<file path="config.mk">
export PLATFORM = sky130hd
export DESIGN_NAME = adiabatic_pclk_gen
export DESIGN_NICKNAME = d
export VERILOG_FILES = /design/src/rtl/adiabatic_pclk_gen.sv
export SDC_FILE = /design/constraint.sdc
export NUM_CORES = 1
export LEC_CHECK = 0
export BUFFER_PORTS_ARGS = -buffer_cell sky130_fd_sc_hd__buf_2
export CORE_UTILIZATION = 45
export DETAILED_ROUTE_END_ITERATION = 12
export GPL_TIMING_DRIVEN = 0
export PLACE_DENSITY = 0.69
export SLEW_MARGIN = 20
export SYNTH_ARGS = -nofsm -noshare
export SYNTH_HDL_FRONTEND = slang
export SYNTH_SLANG_ARGS = --single-unit
</file>
<file path="constraint.sdc">
create_clock -name clk -period 4 [get_ports clk]
set_clock_uncertainty 0.1 [all_clocks]
set_input_delay 0.6 -clock clk [delete_from_list [all_inputs] [get_ports clk]]
set_output_delay 0.6 -clock clk [all_outputs]
set_load 0.1 [all_outputs]
</file>
<file path="src/rtl/adiabatic_pclk_gen.sv">
// rtl/adiabatic_pclk_gen.sv - four-phase trapezoidal power-clock level generator with staggered stages
// Optional hold-phase sampler enabled by defining ADPCLK_SAMPLE_EN.
module adiabatic_pclk_gen #(
  parameter int PHASE_CYCLES = 4,
  parameter int LEVEL_W      = 4,
  parameter int STAGES       = 2
) (
  input  logic                      clk,
  input  logic                      rst,
  input  logic                      run,
  input  logic [STAGES-1:0]         data,
  output logic [STAGES*LEVEL_W-1:0] clkpos,
  output logic [STAGES*LEVEL_W-1:0] clkneg,
  output logic                      busy,
  output logic [STAGES-1:0]         sample,
  output logic [STAGES-1:0]         sample_valid
);
  localparam int IW = $clog2(PHASE_CYCLES);
  localparam int PW = LEVEL_W + 8;
  localparam logic [LEVEL_W-1:0] LMAX = {LEVEL_W{1'b1}};

  typedef enum logic {S_IDLE, S_RUN} state_t;
  typedef enum logic [1:0] {PH_RISE, PH_HOLD, PH_FALL, PH_REST} phase_t;

  state_t                    state_q, state_d;
  logic [IW-1:0]             idx_q, idx_d;
  logic [1:0]                gph_q, gph_d;
  logic                      drain_q, drain_d;
  logic [STAGES-1:0]         active_q, active_d;
  logic [STAGES-1:0]         hold_end;
  logic [STAGES*LEVEL_W-1:0] clkpos_q, clkpos_d;
  logic [STAGES*LEVEL_W-1:0] clkneg_q, clkneg_d;
  logic                      busy_q, busy_d;
  logic                      last_cyc;
  logic [LEVEL_W-1:0]        ramp;
  logic [LEVEL_W-1:0]        lvl;
  phase_t                    ph;

  assign last_cyc = (idx_q == IW'(PHASE_CYCLES - 1));
  // Truncating ramp step; the product cannot overflow PW bits for P <= 256.
  assign ramp = LEVEL_W'(((PW'(idx_q) + PW'(1)) * PW'(LMAX)) / PW'(PHASE_CYCLES));

  always_comb begin
    state_d  = state_q;
    idx_d    = idx_q;
    gph_d    = gph_q;
    drain_d  = drain_q;
    active_d = active_q;
    hold_end = '0;
    clkpos_d = '0;
    clkneg_d = {STAGES{LMAX}};
    busy_d   = 1'b0;
    ph       = PH_REST;
    lvl      = '0;
    case (state_q)
      S_IDLE: begin
        if (run) begin
          state_d = S_RUN;
          idx_d   = '0;
          gph_d   = '0;
        end
      end
      S_RUN: begin
        drain_d = drain_q | ~run;
        for (int k = 0; k < STAGES; k++) begin
          ph = phase_t'(gph_q - 2'(k));
          // A stage may only join at the very start of its RISE, never mid-trapezoid.
          if (ph == PH_RISE && idx_q == '0 && run && !drain_q) active_d[k] = 1'b1;
          if (ph == PH_REST && idx_q == '0) active_d[k] = 1'b0;
          lvl = '0;
          if (active_d[k]) begin
            case (ph)
              PH_RISE: lvl = ramp;
              PH_HOLD: lvl = LMAX;
              PH_FALL: lvl = LMAX - ramp;
              default: lvl = '0;
            endcase
          end
          clkpos_d[k*LEVEL_W +: LEVEL_W] = lvl;
          clkneg_d[k*LEVEL_W +: LEVEL_W] = LMAX - lvl;
          hold_end[k] = active_d[k] && (ph == PH_HOLD) && last_cyc;
        end
        if (last_cyc) begin
          idx_d = '0;
          gph_d = gph_q + 2'd1;
        end else begin
          idx_d = idx_q + IW'(1);
        end
        if (drain_d && active_d == '0) begin
          state_d = S_IDLE;
          drain_d = 1'b0;
          idx_d   = '0;
          gph_d   = '0;
        end
        busy_d = (|active_d) | drain_d;
      end
      default: state_d = S_IDLE;
    endcase
  end

  always_ff @(posedge clk) begin
    if (rst) begin
      state_q  <= S_IDLE;
      idx_q    <= '0;
      gph_q    <= '0;
      drain_q  <= 1'b0;
      active_q <= '0;
      clkpos_q <= '0;
      clkneg_q <= {STAGES{LMAX}};
      busy_q   <= 1'b0;
    end else begin
      state_q  <= state_d;
      idx_q    <= idx_d;
      gph_q    <= gph_d;
      drain_q  <= drain_d;
      active_q <= active_d;
      clkpos_q <= clkpos_d;
      clkneg_q <= clkneg_d;
      busy_q   <= busy_d;
    end
  end

  assign clkpos = clkpos_q;
  assign clkneg = clkneg_q;
  assign busy   = busy_q;

`ifdef ADPCLK_SAMPLE_EN
  logic [STAGES-1:0] sample_q, cap_q, sample_valid_q;

  always_ff @(posedge clk) begin
    if (rst) begin
      sample_q       <= '0;
      cap_q          <= '0;
      sample_valid_q <= '0;
    end else begin
      sample_q       <= (sample_q & ~hold_end) | (data & hold_end);
      cap_q          <= hold_end;
      sample_valid_q <= cap_q;
    end
  end

  assign sample       = sample_q;
  assign sample_valid = sample_valid_q;
`else
  logic unused_sampler;
  assign unused_sampler = ^{data, hold_end};
  assign sample         = '0;
  assign sample_valid   = '0;
`endif

endmodule

</file>
# Yosys cells after proc, flatten, opt, wreduce, memory -nomap -nowiden
# Index checks and enable logic that the tools add are counted.
[totals]
out_inout_bits = 21
input_bits = 5
register_bits = 25
word_cells = 70
[classes]
reduce_logical = 17
mux = 24
eq_ne = 9
bitwise_logic = 4
addsub = 7
mul = 1
[ops]
columns = ["operator", "n"]
rows = [
  ["$pmux 4 s3", 2],
  ["$mux 4", 4],
  ["$sub 4x4->4 const A", 3],
  ["$eq 2x2->1 const B", 5],
  ["$mux 1", 10],
  ["$mux 2", 5],
  ["$logic_and 1x1->1", 9],
  ["$logic_not 2->1", 4],
  ["$pmux 2 s2", 2],
  ["$mul 3x4->6 const B", 1],
  ["$add 2x1->2 const B", 2],
  ["$eq 2x1->1 const B", 2],
  ["$reduce_or 2->1", 2],
  ["$add 2x1->3 const B", 1],
  ["$ne 3x1->1 const B", 1],
  ["$ne 2x2->1 const B", 1],
  ["$not 1->1", 2],
  ["$or 1x1->1", 2],
  ["$pmux 1 s2", 1],
  ["$reduce_and 2->1", 1],
  ["$sub 2x1->2 const B", 1],
  ["$logic_not 1->1", 1],
]

# Longest topological paths before layout
# Gate-level depths: netlist of the first run.
[logic_depth]
ltp_word = 13
depth_mapped = 7
mapped_depth_nobuf = 7

# Worst setup path before layout of the first run
# Ideal clock, no wire load.
[synth_path]
path_type = "register to output"
startpoint = "register clkneg_q[1] (netlist: clkneg[1])"
endpoint = "output port clkneg[1]"
path_slack_ns = 1.944
path_stages_with_launch = 2
arrival_ns = 1.356
path_buffers = 1
required_time_ns = 3.300
cell_sequence = "dfxtp_1 > buf_4"
[synth_rtl]
columns = ["item", "line_no", "source"]
rows = [
  ["from (decl)", "32", "logic [STAGES*LEVEL_W-1:0] clkneg_q, clkneg_d;"],
  ["from (signal assigned)", "109", "clkneg_q <= {STAGES{LMAX}};"],
  ["from (signal assigned)", "118", "clkneg_q <= clkneg_d;"],
  ["to (decl)", "13", "output logic [STAGES*LEVEL_W-1:0] clkneg,"],
]
# No word-level cell between the ends.

# Worst setup path after layout of the first run
[layout_path]
startpoint = "register gph_q[1]"
endpoint = "register gph_q[1]"
[layout_via]
elab_chain_cells = 12
word_cells_on_any_way = 27
cone_classes = "add/sub (2); eq/ne (3); mux (9); reduce/logical (13)"
[layout_lines]
columns = ["item", "line_no", "source"]
rows = [
  ["from (decl)", "27", "logic [1:0] gph_q, gph_d;"],
  ["from (signal assigned)", "114", "gph_q <= gph_d;"],
  ["$sub 2x1->2", "66", "ph = phase_t'(gph_q - 2'(k));"],
  ["$logic_not 2->1", "68", "if (ph == PH_RISE && idx_q == '0 && run && !drain_q) active_d[k] = 1'b1;"],
  ["$logic_and 1x1->1 (3 in a row)", "68", ""],
  ["$mux 1", "68", ""],
  ["$mux 1", "69", "if (ph == PH_REST && idx_q == '0) active_d[k] = 1'b0;"],
  ["$mux 1", "55", "case (state_q)"],
  ["$logic_not 2->1", "89", "if (drain_d && active_d == '0) begin"],
  ["$logic_and 1x1->1", "89", ""],
  ["$mux 2 or $ne 3x1->1 (tied branches)", "-", ""],
  ["$pmux 2 s2 or $reduce_and 2->1 (tied branches)", "-", ""],
]
# Several ways; a longest one is shown, not always the timed one. The select of a mux whose other input is x is not followed.
# A chain may end at the register's enable or synchronous reset.

==> results.cfg, run 1 <==
[synth]
synth_area_um2 = 1097
yosysSeqAreaShare_pct = 38.31
synthDistinctLibCells = 35
synth_area_leaders = dfxtp_1, ha_1, buf_4, inv_1, o21a_1
synth_warnings = 0
synth_top_area_cell = dfxtp_1
netlist_instances = 118
avgSynthCellArea_um2 = 9.299
ys_ff_latch = 21
post-synth-top-area-fraction_pct = 38.31

[global_routing]
grt_pass1_wl_um = 3139
track_usage_pct = 15.75
first_global_vias = 772
antenna_found_initial = 0
overflow = 0
grt_max_degree = 13

[timing]
hold_viol_final = 0
finalMaxSlewViolations = 0
fin_crit_ns = 1.958
timing.fmax_mhz = 510.7
finalSetupTns_ns = 0
fin_crit_sh_pct = 48.95
setup_violations = 0
timing.hold.ws_ns = 0.4050
rsz0062_at_grt = no

[floorplan]
start_util_pct = 48.67
die_x_um = 51.38
dieArea_um2 = 2640
rows = 17
num_io_pins = 26
core_um2 = 2255
die_h_um = 51.38

[cts]
numCtsBuffers = 3
clock_latency_ns = 0.30
cts-htree-levels = 1
cts.clk_slew.worst_paths_ns = 0.12
root_buffer = clkbuf_4
post-cts-setup-buffers = 0
cts_sinks = 21
tritoncts = done
cts-resized-gates = 0
hold_buffers = 0
clockBufferDepth = 2

[placed_design]
place.gp.congestion = 0.9290
io_buffers = 17
dp_cells = 166
hpwl_um = 1502

[critical_path]
worstSetupPathType = reg -> reg
crit_path_max_fanout = 5
crit_slowest_cell = a221o_1
r2r-end = gph_q[1]
crit_arrival_ns = 2.06
r2r.worst_path.cells = 6
end_kind = flip-flop
timing.rr.start = gph_q[1]
slowest_delay_ns = 0.41
start_kind = flip-flop
cp.required_ns = 4.11
reg2reg_slack_ns = 2.04
worstPathCellList = inv_1 > ha_1 > nand2_1 > a221o_1 > and4_4 > a311o_1

[route]
drc = 0
num_vias = 863
ant_nets = 0
wl_um = 1875
initialDrtViolationCount = 11
vias_per_cell = 5.076
avgRoutedWirePerCell_um = 11.03
first_pass_iters = 4

[flow_run]
drv_cap = 0

[power_and_ir_drop]
p_leak_nw = 0.5820
vdd_drop_max_v = 0.0002207
power_mw = 0.4011
power_density_nw_per_um2 = 319.3

[final_layout]
drive_gt1_share_pct = 28.17
antenna_cells = 0
instances_no_fill = 170
nNetsFinal = 159
multi_input_area_um2 = 569.3
fillCellCount = 216
seq_area_um2 = 420.4
syn_to_final_growth_pct = 14.48

[hold_path]
hp-start = active_q[1]
min_path_cells = 2
hold_path.class = reg -> reg
hold_end = drain_q

[status]
outcome = completed
## Yosys cell counts
master    number
nor2_2         1
a211oi_1       1
mux2_2         3
buf_4          8
and4b_1        1
a31oi_1        2
and4_4         1
inv_1         12
nand3_1        1
buf_2          2
nor2b_1        2
nand2_1        6
and2_2         1
and2_1         2
mux2i_1        3
xor2_1         2
dfxtp_1       21
ha_1          11
nand4b_1       1
a21oi_1        3
clkbuf_1       1
conb_1         1
o32ai_2        1
o21a_1         5
a311o_1        1
a31o_2         1
o21ai_0        5
nor3_1         5
nor2_1         7
and2b_1        1
nor3_2         1
xnor2_1        1
a41oi_1        1
o21ai_1        2
a221o_1        1
## area by class of cell
class                   instances  area share (%)
plain buffers                  11           5.877
clock buffers                   3           1.793
inverters                      12           3.586
well taps                      28           2.789
flip-flops and latches         21           33.47
repair buffers                 17           6.773
clock inverters                 1          0.3984
multi-input cells              77           45.32
## cells by family after synthesis
family | Yosys count | synth area share, %
and+or+nand+nor | 30 | 15.05
AOI/OAI and AO/OA | 23 | 14.71
buffers and inverters | 23 | 10.83
DFF | 21 | 38.31
adders and majority gates | 11 | 12.54
muxes | 6 | 5.815
xor gates and xnor gates | 3 | 2.395
other | 1 | 0.3417
## how the worst max path moves through the flow
stage	end	start	slack [ns]
after floorplan	clkneg[1]	clkneg[1]	1.94
after global placement	gph_q[1]	gph_q[1]	2.08
after detailed placement	gph_q[1]	idx_q[0]	2.08
after CTS	gph_q[1]	gph_q[1]	2.06
after global routing	clkneg[7]	idx_q[0]	1.90
final	gph_q[1]	gph_q[1]	2.04
## registers in the layout (all words and copies together) (netlist names)
name / count
active_q: 2
busy: 1
clkneg: 6
clkpos: 6
drain_q: 1
gph_q: 2
idx_q: 2
state_q: 1
## worst max-delay path, delay by kind of cell (launching register included)
kind,cells,cell delay (ns)
buf+inv,1,0.16
simple gates,2,0.31
fa+ha+maj,1,0.26
compound gates,2,0.67
flops,1,0.36
## report_power, final
group          internal, mW  switching (mW)  total, mW  leakage [nW]
Sequential            0.214         0.00414      0.218         0.170
Clock                0.0372          0.0646      0.102        0.0177
Combinational        0.0214          0.0596     0.0809         0.394
Total                 0.273           0.128      0.401         0.582
## routing by layer
| layer | wire length (um) | share of wire, % | track usage (%) |
|---|---|---|---|
| met5 | 0 | 0 | 0 |
| met4 | 24 | 1.3 | 8.559 |
| met3 | 98 | 5.2 | 2.976 |
| met2 | 881 | 47 | 27.27 |
| met1 | 870 | 46 | 17.97 |
## layout by cell type (no fill, tap or decap), types with 2 or more instances in the layout
cell	Yosys	layout
a21oi_1	3	3
nor3_1	5	5
nor2_1	7	7
nand2_1	6	6
and2_1	2	2
buf_4	8	8
xor2_1	2	2
a31oi_1	2	2
buf_2	2	19
clkbuf_4	0	3
o21a_1	5	5
dfxtp_1	21	21
ha_1	11	11
mux2_2	3	3
mux2i_1	3	3
conb_1	1	4
o21ai_1	2	2
inv_1	12	12
o21ai_0	5	5
nor2b_1	2	2
## per-stage QoR
| step | cell area, um2 | setup WS, ns | util, % |
|---|---|---|---|
| global route | 1256 | 1.898 | 55.72 |
| finish | 1256 | 2.042 | 55.72 |
| detailed placement | 1229 | 2.076 | 54.50 |
| floorplan | 1109 | 1.944 | - |
| global placement | 1229 | 2.081 | 54.50 |
| CTS | 1256 | 2.064 | 55.72 |
Note: power is estimated with default switching activity, not from simulation.
==> inputs of run 2 (changes only) <==
PLACE_DENSITY = 0.71   (was 0.69)
clock period = 1.6 ns   (was 4 ns; I/O delays follow)
==> run 2 against run 1 <==
Net effect: the flow now finishes with violations (negative setup slack); global-route usage up 1.3 points; sequential cell count unchanged; die area unchanged; combinational power rose to 2.9 times the previous value; maximum frequency up 13%; via count up 4.2%; sequential share of layout area down 4.6 points; count of clock-buffer cells in the layout unchanged; hold slack worse by 0.31 ns; critical path depth unchanged; largest power group unchanged.
==> results.cfg, run 2 (synthesis gave the netlist of run 1 again) <==
[floorplan]
core_um2 = 2255
dieArea_um2 = 2640
num_io_pins = 26
die_x_um = 51.38
die_h_um = 51.38
rows = 17
start_util_pct = 48.67

[timing]
fin_crit_sh_pct = 108.3
fin_ws_ns = -0.1334
rsz0062_at_grt = yes
hold_viol_final = 0
finalMaxSlewViolations = 0
setup_violations = 12
finalSetupTns_ns = -0.7740
timing.fmax_mhz = 576.9
fin_crit_ns = 1.733

[power_and_ir_drop]
pwr-share-clk_pct = 24.7
p_sw_share_pct = 32.35
vdd_drop_max_v = 0.0005250
power_density_nw_per_um2 = 686.9
p_leak_nw = 0.6593
power_frac_seq_pct = 52.5
intPower_mw = 0.7006
p_switching_mw = 0.3350
combPwrFrac_pct = 22.8

[route]
vias_per_cell = 4.994
first_pass_iters = 4
initialDrtViolationCount = 15
drc = 0
avgRoutedWirePerCell_um = 11.64
wl_um = 2095
ant_nets = 0
num_vias = 899

[critical_path]
crit_slowest_cell = dfxtp_4
worstSetupPathType = reg -> reg
r2r-end = gph_q[1]
slowest_delay_ns = 0.39
end_kind = flip-flop
r2r.worst_path.cells = 6
cp.required_ns = 1.70
crit_arrival_ns = 1.84
reg2reg_slack_ns = -0.13
startpoint = idx_q[1]
cp-endpoint = gph_q[1]
crit_path_max_fanout = 6
worstPathCellList = inv_4 > ha_4 > nand2_4 > a221o_1 > and4_4 > a311o_1
timing.rr.start = idx_q[1]
start_kind = flip-flop

[final_layout]
antenna_cells = 0
layout_commonest_cell = buf_2
multi_input_area_um2 = 720.7
final_cell_mix = buf_2, buf_4, dfxtp_1
syn_to_final_growth_pct = 37.40
seq_area_um2 = 435.4
fillCellCount = 188
drive_gt1_share_pct = 51.32
nNetsFinal = 169

[cts]
cts_sinks = 21
root_buffer = clkbuf_4
numCtsBuffers = 3
cts.clk_slew.worst_paths_ns = 0.12
cts-htree-levels = 1
clock_latency_ns = 0.31
clockBufferDepth = 2
tritoncts = done

[global_routing]
track_usage_pct = 17.09
first_global_vias = 809
grt_pass1_wl_um = 3325
overflow = 0
grt_max_degree = 13
antenna_found_initial = 0

[placed_design]
hpwl_um = 1488
dp_slack_ns = -0.2430
place.gp.congestion = 0.8769
io_buffers = 17

[status]
outcome = finished with violations
violations = negative setup slack

[flow_run]
drv_cap = 0

[hold_path]
hold_path.class = in -> reg
## run 2: changes by cell type in the layout (fill, tap and decap cells not counted), sizes merged
cell,delta
buf,+10
## run 2: per-stage QoR
step	utilization, %	total power [mW]	std cells	instance area, um2	hold WS, ns
2_1_floorplan	-	0.7463	121	1184	0.3549
3_3_place_gp	57.82	0.7679	166	1304	0.3843
3_5_place_dp	57.82	0.7702	166	1304	0.3823
4_1_cts	64.04	1.039	177	1444	0.08523
5_1_grt	66.87	1.073	180	1508	0.09106
6_report	66.87	1.036	180	1508	0.09112
## run 2: power by group through the flow
stage	Combinational [mW]	Sequential (mW)	Clock, mW
CTS	0.231	0.544	0.265
global route	0.248	0.546	0.279
global placement	0.211	0.557	0
floorplan	0.157	0.589	0
finish	0.236	0.544	0.256
detailed placement	0.212	0.558	0
## run 2: worst min-delay path by stage
stage                        endpoint  cells past startpoint        start
after CTS                 active_q[0]                      2          rst
after global placement        drain_q                      2  active_q[1]
final                        idx_q[0]                      2          rst
after detailed placement      drain_q                      2  active_q[1]
after floorplan               drain_q                      2  active_q[1]
after global routing      active_q[0]                      2          rst
## run 2: what timing repair did
action,4_1_cts,5_1_grt
pin swaps,4,8
setup endpoints to repair,18,16
hold buffers,0,0
endpoints found under the hold margin,0,0
setup buffers,7,3
gates resized for setup,14,8
## run 2: critical path, delay by kind of cell (launching register included)
| family | cells | cell delay, ns |
|---|---|---|
| compound gates | 2 | 0.62 |
| flops | 1 | 0.39 |
| fa+ha+maj | 1 | 0.21 |
| simple gates | 2 | 0.24 |
| buf+inv | 1 | 0.06 |
## run 2: layer usage
metal  vias up  wire length (um)  GRT usage (%)
li1        460                 -              -
met1       407               916          18.28
met2        25              1024          30.74
met3         7                89          3.274
met4         0                64          9.910
met5         -                 0              0
## run 2: final cells by class
type	instances	area share (%)
Clock inverter	1	0.3319
Clock buffer	3	1.494
Tap cell	28	2.324
Timing Repair Buffer	27	10.62
Buffer	11	4.896
Inverter	12	3.651
Sequential cell	21	28.88
Multi-Input combinational cell	77	47.80
==> inputs of run 3 (changes only) <==
CORE_UTILIZATION = 46   (was 45)
PLACE_DENSITY = 0.73   (was 0.71)
RECOVER_POWER = 25   (was not set)
SETUP_SLACK_MARGIN = 0.05   (was not set)
==> run 3 against run 2 <==
Net effect: cell count up 4.4%; maximum frequency up 2.6%; critical path depth unchanged; the flow still finishes with violations (negative setup slack); sequential power about the same; critical endpoint is now clkpos[6]; largest cell class unchanged.
==> results.cfg, run 3 (synthesis gave the netlist of run 1 again) <==
[global_routing]
overflow = 0
grt_max_degree = 13
grt_pass1_wl_um = 3553
track_usage_pct = 18.75
antenna_found_initial = 0
first_global_vias = 820

[critical_path]
crit_arrival_ns = 1.79
path_buf_inv = 1
end_kind = flip-flop
crit_path_max_fanout = 5
cp.required_ns = 1.70
crit_slowest_cell = dfxtp_2
path_delay_family = XOR/XNOR gates
worstPathCellList = inv_4 > ha_4 > xor2_2 > xnor2_2 > mux2_4 > o21a_1
worstSetupPathType = reg -> reg
start_kind = flip-flop
slowest_delay_ns = 0.37

[hold_path]
hold_path.class = in -> reg

[power_and_ir_drop]
power_mw = 1.047
p_leak_nw = 0.7149
power_density_nw_per_um2 = 654.7
vdd_drop_max_v = 0.0004031

[route]
initialDrtViolationCount = 22
wl_um = 2361
drc = 0
vias_per_cell = 4.926
num_vias = 926
avgRoutedWirePerCell_um = 12.56
ant_nets = 0
first_pass_iters = 4

[status]
violations = negative setup slack
outcome = finished with violations

[cts]
cts-htree-levels = 1
clock_latency_ns = 0.30
clockBufferDepth = 2
hold_buffers = 0
cts.clk_slew.worst_paths_ns = 0.12
tritoncts = done
root_buffer = clkbuf_4
numCtsBuffers = 3
cts_sinks = 21

[final_layout]
seq_area_um2 = 437.9
drive_gt1_share_pct = 55.00
fillCellCount = 165
final_cell_mix = buf_4, buf_2, dfxtp_1
nNetsFinal = 177
layout_commonest_cell = buf_4
utilization_pct = 71.60
syn_to_final_growth_pct = 45.72
antenna_cells = 0
multi_input_area_um2 = 734.5
stdcell_area_um2 = 1599

[floorplan]
start_util_pct = 49.13
core_um2 = 2233
rows = 17
num_io_pins = 26
die_x_um = 50.84
dieArea_um2 = 2585
die_h_um = 50.84

[timing]
finalSetupTns_ns = -0.3662
timing.fmax_mhz = 591.8
fin_crit_ns = 1.690
worstMarginPinSlew_ns = 0.5384
finalMaxSlewViolations = 0
fin_crit_sh_pct = 105.6
relSlewSlack_pct = 64.26
rsz0062_at_grt = yes
hold_viol_final = 0
setup_violations = 9
fin_ws_ns = -0.08966

[placed_design]
hpwl_um = 1521
dpl_cell_area_um2 = 1304
place.gp.congestion = 0.8773
io_buffers = 17
dp_slack_ns = -0.2806

[flow_run]
drv_cap = 0
## run 3: layer usage
layer  part of all wire [%]  track usage, %
met2                     52           34.22
met1                     43           20.93
met4                    1.7           9.722
met5                      0               0
met3                    3.0           2.679
## run 3: repair_timing
action	in CTS	in global routing
gates resized for setup	23	13
pin swaps	6	12
endpoints found under the setup margin	21	19
setup buffers	5	13
## run 3: cell type report
type                       count  share of cell area (%)
timing repair buffer          35                   14.24
tap                           28                   2.191
clock buffer                   3                   1.408
clock inverter                 1                  0.3130
multi-input combinational     77                   45.93
inverter                      12                   3.912
buffer                        11                   4.617
sequential                    21                   27.39
## run 3: final timing paths
check,from,end,slack (ns),cells after the start
hold / removal,rst,gph_q[0],0.10,2
setup / recovery,idx_q[0],clkpos[6],-0.09,6
hold reg to reg,active_q[1],drain_q,0.39,2
setup reg to reg,idx_q[0],clkpos[6],-0.09,6
## run 3: power by group
group | switching (mW) | leakage [nW] | internal, mW | total, mW
logic | 0.168 | 0.524 | 0.0831 | 0.251
registers | 0.0124 | 0.173 | 0.531 | 0.544
clock network | 0.159 | 0.0177 | 0.0929 | 0.252
total | 0.339 | 0.715 | 0.707 | 1.05
## run 3: metrics by stage
stage               cells  hold WS [ns]
floorplan             121        0.3549
global placement      166        0.3820
detailed placement    166        0.3821
CTS                   175       0.09905
global route          188        0.1120
finish                188        0.1028
